File: src/rtl/mips_lsu.sv
`default_nettype none
// mips_lsu: memory-stage load/store unit for the EE180 MIPS pipeline.
// Handles sized loads/stores over a ready/wait handshake, an LL/SC reservation, and misalignment/timeout errors.
module mips_lsu #(
  parameter int BIG_ENDIAN   = 1,
  parameter int ADDR_W       = 32,
  parameter int WAIT_TIMEOUT = 0
) (
  input  logic              clk,
  input  logic              rst,
  input  logic              en,
  input  logic              req_valid,
  input  logic [3:0]        req_op,
  input  logic [ADDR_W-1:0] req_addr,
  input  logic [31:0]       req_wdata,
  input  logic [4:0]        req_rd,
  input  logic              llbit_clr,
  output logic              stall,
  output logic [ADDR_W-1:0] mem_addr,
  output logic              mem_read_en,
  output logic [3:0]        mem_write_en,
  output logic [31:0]       mem_write_data,
  input  logic [31:0]       mem_read_data,
  input  logic              mem_ready,
  output logic              resp_valid,
  output logic              resp_we,
  output logic [4:0]        resp_rd,
  output logic [31:0]       resp_data,
  output logic              resp_err,
  output logic [ADDR_W-1:0] err_addr
);
  localparam logic [3:0] OP_LB = 4'd0, OP_LBU = 4'd1, OP_LH = 4'd2, OP_LHU = 4'd3,
                         OP_LW = 4'd4, OP_LL = 4'd5, OP_SB = 4'd8, OP_SH = 4'd9,
                         OP_SW = 4'd10, OP_SC = 4'd11;
  localparam logic [1:0] SZ_B = 2'd0, SZ_H = 2'd1, SZ_W = 2'd2;
  localparam bit BE = (BIG_ENDIAN != 0);
  localparam bit TO_EN = (WAIT_TIMEOUT > 0);
  localparam int CNT_W = (WAIT_TIMEOUT > 1) ? $clog2(WAIT_TIMEOUT) : 1;
  localparam logic [CNT_W-1:0] CNT_LAST = CNT_W'((WAIT_TIMEOUT > 0) ? WAIT_TIMEOUT - 1 : 0);

  typedef enum logic [0:0] {S_IDLE = 1'b0, S_WAIT = 1'b1} state_t;
  state_t state, state_next;

  logic [CNT_W-1:0]  count;
  logic              link_valid;
  logic [ADDR_W-3:0] link_word;
  logic [3:0]        op_q;
  logic [1:0]        off_q;
  logic              sc_ok_q;

  logic       op_ok, is_load, is_sc, is_ll, is_store;
  logic [1:0] size;
  logic [1:0] off, lane, lane_q;
  logic       hi_half, hi_half_q;
  logic       misaligned, word_match, link_hit;
  logic       active, issuing, bypass, timeout_hit, mem_done, complete, err_now;
  logic [3:0] lane_mask;
  logic [7:0] rd_byte;
  logic [15:0] rd_half;

  always_comb begin
    op_ok = 1'b1; is_load = 1'b0; is_sc = 1'b0; is_ll = 1'b0; size = SZ_B;
    case (req_op)
      OP_LB, OP_LBU: is_load = 1'b1;
      OP_LH, OP_LHU: begin is_load = 1'b1; size = SZ_H; end
      OP_LW:         begin is_load = 1'b1; size = SZ_W; end
      OP_LL:         begin is_load = 1'b1; is_ll = 1'b1; size = SZ_W; end
      OP_SB:         size = SZ_B;
      OP_SH:         size = SZ_H;
      OP_SW:         size = SZ_W;
      OP_SC:         begin is_sc = 1'b1; size = SZ_W; end
      default:       op_ok = 1'b0;
    endcase
  end

  assign is_store   = op_ok & ~is_load;
  assign off        = req_addr[1:0];
  assign lane       = BE ? ~off : off;
  assign hi_half    = BE ? ~off[1] : off[1];
  assign misaligned = ((size == SZ_H) & off[0]) | ((size == SZ_W) & (off != 2'b00));
  assign word_match = (link_word == req_addr[ADDR_W-1:2]);
  assign link_hit   = link_valid & word_match;

  // Reset gates issue so strobes drop the instant rst rises, even mid-wait.
  assign active      = ~rst & en & req_valid & op_ok;
  assign issuing     = active & ~misaligned & (~is_sc | link_hit);
  assign bypass      = active & ~issuing;
  assign timeout_hit = TO_EN & (state == S_WAIT) & (count == CNT_LAST) & ~mem_ready;
  assign mem_done    = issuing & mem_ready;
  assign complete    = mem_done | bypass | (issuing & timeout_hit);
  assign err_now     = (active & misaligned) | (issuing & timeout_hit);

  always_comb begin
    case (size)
      SZ_B:    lane_mask = 4'b0001 << lane;
      SZ_H:    lane_mask = hi_half ? 4'b1100 : 4'b0011;
      default: lane_mask = 4'b1111;
    endcase
  end

  assign mem_addr       = req_addr;
  assign mem_read_en    = issuing & is_load;
  assign mem_write_en   = (issuing & is_store) ? lane_mask : 4'b0000;
  assign mem_write_data = (size == SZ_B) ? {4{req_wdata[7:0]}} :
                          (size == SZ_H) ? {2{req_wdata[15:0]}} : req_wdata;

  always_comb begin
    state_next = state;
    stall      = issuing & ~mem_ready & ~timeout_hit;
    case (state)
      S_IDLE:  if (issuing & ~mem_ready) state_next = S_WAIT;
      S_WAIT:  if (~issuing | mem_ready | timeout_hit) state_next = S_IDLE;
      default: state_next = S_IDLE;
    endcase
  end

  always_ff @(posedge clk or posedge rst) begin
    if (rst) begin
      state      <= S_IDLE;
      count      <= '0;
      link_valid <= 1'b0;
      link_word  <= '0;
      resp_valid <= 1'b0;
      resp_we    <= 1'b0;
      resp_err   <= 1'b0;
      resp_rd    <= 5'd0;
      err_addr   <= '0;
      op_q       <= 4'd0;
      off_q      <= 2'd0;
      sc_ok_q    <= 1'b0;
    end else if (en) begin
      state      <= state_next;
      count      <= (state == S_WAIT && state_next == S_WAIT) ? count + 1'b1 : '0;
      resp_valid <= complete;
      if (complete) begin
        resp_rd  <= req_rd;
        resp_err <= err_now;
        resp_we  <= ~err_now & (is_load | is_sc);
        err_addr <= req_addr;
        op_q     <= req_op;
        off_q    <= off;
        sc_ok_q  <= mem_done;
      end
      // Errored completions (misaligned or timed out) leave the reservation alone.
      if (llbit_clr) begin
        link_valid <= 1'b0;
      end else if (mem_done & is_ll) begin
        link_valid <= 1'b1;
        link_word  <= req_addr[ADDR_W-1:2];
      end else if ((complete & ~err_now & is_sc) | (mem_done & is_store & word_match)) begin
        link_valid <= 1'b0;
      end
    end
  end

  assign lane_q    = BE ? ~off_q : off_q;
  assign hi_half_q = BE ? ~off_q[1] : off_q[1];
  assign rd_byte   = mem_read_data[{lane_q, 3'b000} +: 8];
  assign rd_half   = hi_half_q ? mem_read_data[31:16] : mem_read_data[15:0];

  always_comb begin
    resp_data = 32'd0;
    case (op_q)
      OP_LB:        resp_data = {{24{rd_byte[7]}}, rd_byte};
      OP_LBU:       resp_data = {24'd0, rd_byte};
      OP_LH:        resp_data = {{16{rd_half[15]}}, rd_half};
      OP_LHU:       resp_data = {16'd0, rd_half};
      OP_LW, OP_LL: resp_data = mem_read_data;
      OP_SC:        resp_data = {31'd0, sc_ok_q};
      default:      resp_data = 32'd0;
    endcase
  end
endmodule
`default_nettype wire

File: config.mk
export PLATFORM = sky130hd
export DESIGN_NAME = mips_lsu
export DESIGN_NICKNAME = d
export VERILOG_FILES = /design/src/rtl/mips_lsu.sv
export SDC_FILE = /design/constraint.sdc
export NUM_CORES = 1
export LEC_CHECK = 0
export CAP_MARGIN = 20
export CORE_UTILIZATION = 35
export CTS_BUF_LIST = sky130_fd_sc_hd__clkbuf_4
export DETAILED_ROUTE_END_ITERATION = 7
export GPL_ROUTABILITY_DRIVEN = 0
export MAX_ROUTING_LAYER = met4
export PLACE_DENSITY_LB_ADDON = 0.1
export SYNTH_ARGS = -nofsm -noshare
export SYNTH_HDL_FRONTEND = slang
export SYNTH_SLANG_ARGS = --single-unit
File: constraint.sdc
create_clock -name clk -period 4.3 [get_ports clk]
set_clock_uncertainty 0.05 [all_clocks]
set_input_delay 1.29 -clock clk [delete_from_list [all_inputs] [get_ports clk]]
set_output_delay 1.29 -clock clk [all_outputs]
set_load 0.01 [all_outputs]
After elaboration in Yosys (flattened, before gate mapping)

Index checks and enable logic that the tools add are counted.

Bits in registers: 78
Input port bits: 111
Word-level logic and storage cells: 94

Equality and inequality tests: 18
Shifts and indexed selects: 2
Multiplexer cells: 15
Bitwise gates (word level): 36
Reduce and logical (&&, ||, !) cells: 13

Operators by type and width:

| kind                                                 | number |
|---|---|
| case mux 32 bit (6 select lines)                     | 1 |
| 2-to-1 mux 32 bit                                    | 2 |
| variable part select 32 x 6 -> 8 bit                 | 1 |
| equality test 30 bit                                 | 1 |
| AND 1 bit                                            | 21 |
| equality test 4 bit (second input constant)          | 5 |
| equality test 4 x 2 -> 1 bit (second input constant) | 4 |
| equality test 4 x 3 -> 1 bit (second input constant) | 4 |
| 2-to-1 mux 16 bit                                    | 1 |
| OR reduction 10 bit                                  | 1 |
| equality test 4 x 1 -> 1 bit (second input constant) | 2 |
| zero test 4 bit                                      | 2 |
| 2-to-1 mux 4 bit                                     | 2 |
| NOT 1 bit                                            | 8 |
| case mux 4 bit (2 select lines)                      | 1 |
| 2-to-1 mux 1 bit                                     | 7 |
| OR reduction 6 bit                                   | 1 |
| bitwise OR 1 bit                                     | 5 |
| NOT 2 bit                                            | 2 |
| case mux 2 bit (2 select lines)                      | 1 |
| AND reduction 2 bit                                  | 2 |
| OR reduction 4 bit                                   | 1 |
| left shift 1 x 2 -> 4 bit (first input constant)     | 1 |
| AND reduction 3 bit                                  | 1 |
| other kinds (7)                                      | 7 |

Logic depth before layout (Yosys ltp)

Word-level depth: 18
Depth in mapped cells: 8
Mapped depth without buffers: 6

Least setup slack after synthesis

OpenSTA, ideal clock, no wires.

Path type: input port to output port
From: input req_op[1]
To: output mem_write_data[13]
Arrival: 2.864 ns
Required time: 2.960 ns
Setup slack: 0.096 ns
Stages: 7
Buffers on the path: 2
Cell sequence: clkbuf_1 > nor2b_1 > mux2i_1 > nor2_1 > nor2_1 > clkbuf_1 > mux2_2

Cells in the longest elaborated chain, start to end: 5
Elaborated cells on any way between the ends: 12

Ends and longest elaborated chain:

| what                                                               | line | RTL |
|---|---|---|
| start: declaration                                                 | 13   | `input logic [3:0] req_op,` |
| equality test 4 bit (tied with other cells)                        | 63   | `case (req_op)` |
| OR reduction 4 bit (no line) or OR reduction 3 bit (tied branches) | --   |  |
| case mux 2 bit (2 select lines) (*)                                | 63   |  |
| zero test 2 bit (*)                                                | 104  | `assign mem_write_data = (size == SZ_B) ? {4{req_wdata[7:0]}} :` |
| 2-to-1 mux 32 bit (*)                                              | 104  |  |
| end: declaration                                                   | 22   | `output logic [31:0] mem_write_data,` |

Every way passes the cells marked *; elsewhere a longest branch is shown, timed or not.

Final worst setup path

From: input req_op[1]
To: output mem_write_en[0]

Cells in the longest elaborated chain, start to end: 11
Elaborated cells on any way between the ends: 35

Ends and longest elaborated chain:

| what                                                                | line   | RTL |
|---|---|---|
| equality test 4 bit (tied with other cells)                         | 63     |  |
| OR reduction 4 bit (no line) or OR reduction 3 bit (tied branches)  | --     |  |
| case mux 2 bit (2 select lines)                                     | 63     |  |
| equality test 2 x 1 -> 1 bit or equality test 2 bit (tied branches) | 80, 94 |  |
| AND 1 bit                                                           | 80     | `assign misaligned = ((size == SZ_H) & off[0]) \| ((size == SZ_W) & (off != 2'b00));` |
| bitwise OR 1 bit                                                    | 80     |  |
| NOT 1 bit                                                           | 86     | `assign issuing = active & ~misaligned & (~is_sc \| link_hit);` |
| AND 1 bit (2 in series)                                             | 86     |  |
| AND 1 bit                                                           | 103    | `assign mem_write_en = (issuing & is_store) ? lane_mask : 4'b0000;` |
| 2-to-1 mux 4 bit (*)                                                | 103    |  |
| end: declaration                                                    | 21     | `output logic [3:0] mem_write_en,` |

Marks and branches as above.

==> reports/qor.csv <==
stage,metric,value,unit
floorplan,io_pins,253,
power,p_leak,3.824,nW
sta,fin_tns_setup,0,ps
synthesis,synth_fa_ha_area_share,0,%
synthesis,synth_seq_area_share,39.76,%
floorplan,num_rows,42,
outcome,outcome,completed,
worst_hold_path,hold_path_depth,1,
synthesis,synth_cells,415,
floorplan,die_x,118.9,um
clock_tree,clock_latency,410,ps
placement,dp_slack,-782.7,ps
placement,dp_hpwl,10460,um
clock_tree,cts_made_buffers,9,
grt,grt.overflow.total,0,
floorplan,core-area,13300,um^2
sta,setup_viol,0,
grt,grt_max_degree,43,
sta,drv_slew,0,
synthesis,synth_edf_count,0,
finish,area_growth,67.51,%
finish,final_nets,811,
synthesis,async_reset_ff_share,100.0,%
worst_hold_path,hp-start,err_addr[28],
worst_setup_path,end_kind,primary output,
synthesis,synthSimpleGateAreaFrac,8.030,%
grt,antenna_found_initial,0,
synthesis,synth_cell_types,43,
finish,antenna_cells,0,
worst_setup_path,critPathMaxFanout,5,
power,switching_share,31.00,%
run,maxCapViolCount,0,
worst_hold_path,hp-class,reg -> reg,
synthesis,ys_ff_latch,76,
power,intPower,1.860,mW
power,max-vdd-ir-drop,0.2177,mV
sta,worst_slack,24.89,ps
grt,grt.total_usage,20.57,%
clock_tree,clock_sinks,76,
worst_setup_path,worst-setup-path-type,in -> out,
drt,ant_nets,0,
sta,fmax,233.9,MHz
power,power_frac_seq,34.0,%
floorplan,dieArea,14140,um^2
sta,fin_crit_sh,99.42,%
placement,dp.cells,847,
synthesis,synth_top_family_by_area,multiplexers,
sta,period_needed,4275,ps
synthesis,syn_nets,526,
worst_setup_path,r2r_setup_slack,1630,ps
sta,max_slew.worst_pin.slew,724.1,ps
clock_tree,cts_tree,yes,
worst_setup_path,timing.rr.end,err_addr[22],
drt,firstDrtPassIters,4,
power,power.density,336.5,nW/um^2
sta,finalHoldViolCount,0,
clock_tree,clockBufferDepth,2,
sta,rsz0062_at_grt,yes,
clock_tree,clockRootBuffer,clkbuf_4,
clock_tree,clk_pin_slew,110,ps
synthesis,synth_area_per_cell,11.53,um^2
finish,finalNonFillerCells,881,
synthesis,netlist_area,4783,um^2
worst_setup_path,worst_r2r_path_depth,9,
floorplan,initial_core_util,35.98,%
floorplan,die_h,118.9,um
worst_hold_path,whs_endpoint,err_addr[28],
finish,drive_above_1_share,36.45,%
drt,routed_wl,14110,um
power,net-switching-power,0.8357,mW
drt,route.detailed.drc,0,
worst_setup_path,cp_data_required_time,2960,ps
power,pwr-share-comb,47.4,%
synthesis,synth_ff_type,dfrtp_1,
drt,num_vias,4303,
drt,avgRoutedWirePerCell,16.02,um
grt,grt_pass1_vias,4438,
finish,nFillCells,1174,
power,p_clk_share,18.5,%
synthesis,ys_warn_count,0,
synthesis,synth_compound_area_share,11.80,%
worst_setup_path,timing.rr.start,link_word[25],
placement,portBuffers,252,
synthesis,synth.area.mux_share,25.66,%
grt,grt_pass1_wl,22560,um
worst_setup_path,critPathLaunchType,primary input,
sta,max-slew-margin-rel,51.67,%
drt,vias_per_cell,4.884,
finish,fin_util,60.27,%
drt,drt_iter0_markers,146,
worst_setup_path,crit_arrival,2940,ps
synthesis,synth_xor_area_share,5.493,%
clock_tree,htreeDepth,3,
stage by stage:
step / power (mW) / hold slack, ps / instance area [um^2]
floorplan: 1.513 / 402.1 / 4783
global placement: 2.240 / 432.5 / 7637
detailed placement: 2.252 / 441.6 / 7637
CTS: 2.720 / 478.7 / 7923
global route: 2.850 / 489.7 / 8013
finish: 2.696 / 473.2 / 8013
placed cells by master, fill, tap and decap left out, types with 4 or more instances in the layout:
cell	n
buf_4	69
nor2_1	11
o21ai_0	8
mux2_4	39
a21o_1	18
dlygate4sd2_1	45
nand2_1	26
clkbuf_4	12
nor3_1	4
mux2i_1	5
clkdlybuf4s15_1	9
clkdlybuf4s50_1	159
buf_2	19
xnor2_1	14
nand4_1	9
mux2_2	51
xnor2_2	13
a22oi_1	9
buf_6	14
clkbuf_2	8
inv_1	7
a221o_1	16
dfrtp_1	76
worst max-delay path: stages:
cell           delay (ps)
dlygate4sd2_1         260
buf_6                 140
buf_4                 140
a22o_1                230
a22oi_2               160
o21ba_2               160
nand3b_1              150
buf_6                 170
a21oi_2               100
buf_2                 140
cell usage after synthesis, drive strengths merged (3+ instances only):
cell type / number / share of area [%]
a21oi: 5 / 0.52
mux2: 91 / 24
o21ai: 10 / 1.0
nor2b: 4 / 0.52
a21o: 18 / 2.8
buf: 49 / 7.8
o211ai: 3 / 0.47
and3: 3 / 0.39
dfrtp: 76 / 40
a221o: 16 / 3.3
nand2: 26 / 2.0
nor4: 3 / 0.71
nor2: 14 / 1.1
xnor2: 28 / 5.1
clkbuf: 10 / 0.78
mux2i: 6 / 1.3
inv: 8 / 0.63
nand4: 9 / 1.2
nor3: 6 / 0.73
a22oi: 10 / 1.6
power by group through the flow:
| stage | logic (mW) | registers, mW | clock network (mW) |
|---|---|---|---|
| floorplan | 0.550 | 0.963 | 0 |
| global placement | 1.31 | 0.925 | 0 |
| detailed placement | 1.32 | 0.929 | 0 |
| CTS | 1.28 | 0.918 | 0.523 |
| global route | 1.36 | 0.937 | 0.551 |
| finish | 1.28 | 0.917 | 0.500 |
cell type report:
| cell class | count | area [um^2] | area share (%) |
|---|---|---|---|
| clock buffers | 12 | 90.09 | 1.124 |
| repair buffers | 333 | 3062 | 38.21 |
| inverters | 8 | 31.28 | 0.3904 |
| flip-flops and latches | 76 | 1902 | 23.74 |
| clock inverters | 4 | 73.82 | 0.9213 |
| multi-input cells | 272 | 2634 | 32.87 |
| well taps | 176 | 220.2 | 2.748 |
worst max path at each step:
stage,from,endpoint,slack [ps]
after floorplan,req_op[1],mem_write_data[13],100
after global placement,req_addr[22],mem_write_en[0],-750
after detailed placement,req_addr[22],mem_write_en[0],-780
after CTS,req_addr[25],mem_write_en[0],-30
after global routing,req_addr[5],mem_write_en[0],-90
final,req_op[1],mem_write_en[0],20
sequential cells by signal, indices dropped and copies added (netlist names):
| register | count |
|---|---|
| err_addr | 32 |
| sc_ok_q | 1 |
| op_q | 4 |
| link_valid | 1 |
| resp_rd | 5 |
| resp_err | 1 |
| link_word | 30 |
| resp_valid | 1 |
| resp_we | 1 |
what timing repair did:
| action | 4_1_cts | 5_1_grt |
|---|---|---|
| endpoints found under the setup margin | 54 | 24 |
| gates cloned | 1 | 0 |
| resized for setup | 199 | 63 |
| hold buffers | 0 | 0 |
| pin swaps | 33 | 19 |
| setup buffers | 15 | 2 |
cells by family (layout without fill, tap and decap cells):
kind of cell	count (synthesis)	in the layout
XOR/XNOR	30	30
AO/OA/AOI/OAI	71	71
buffers and inverters	67	357
flip-flops	76	76
AND/OR/NAND/NOR	74	74
multiplexers	97	97
routing by layer:
layer	global-route usage [%]	share of wire, %	vias to the layer above	routed length (um)
li1	-	-	2041	-
met1	24.89	43	2108	6023
met2	34.50	51	131	7159
met3	4.837	4.8	23	676
met4	5.222	1.8	0	250
met5	-	0	-	0
(Power assumes the default switching activity.)
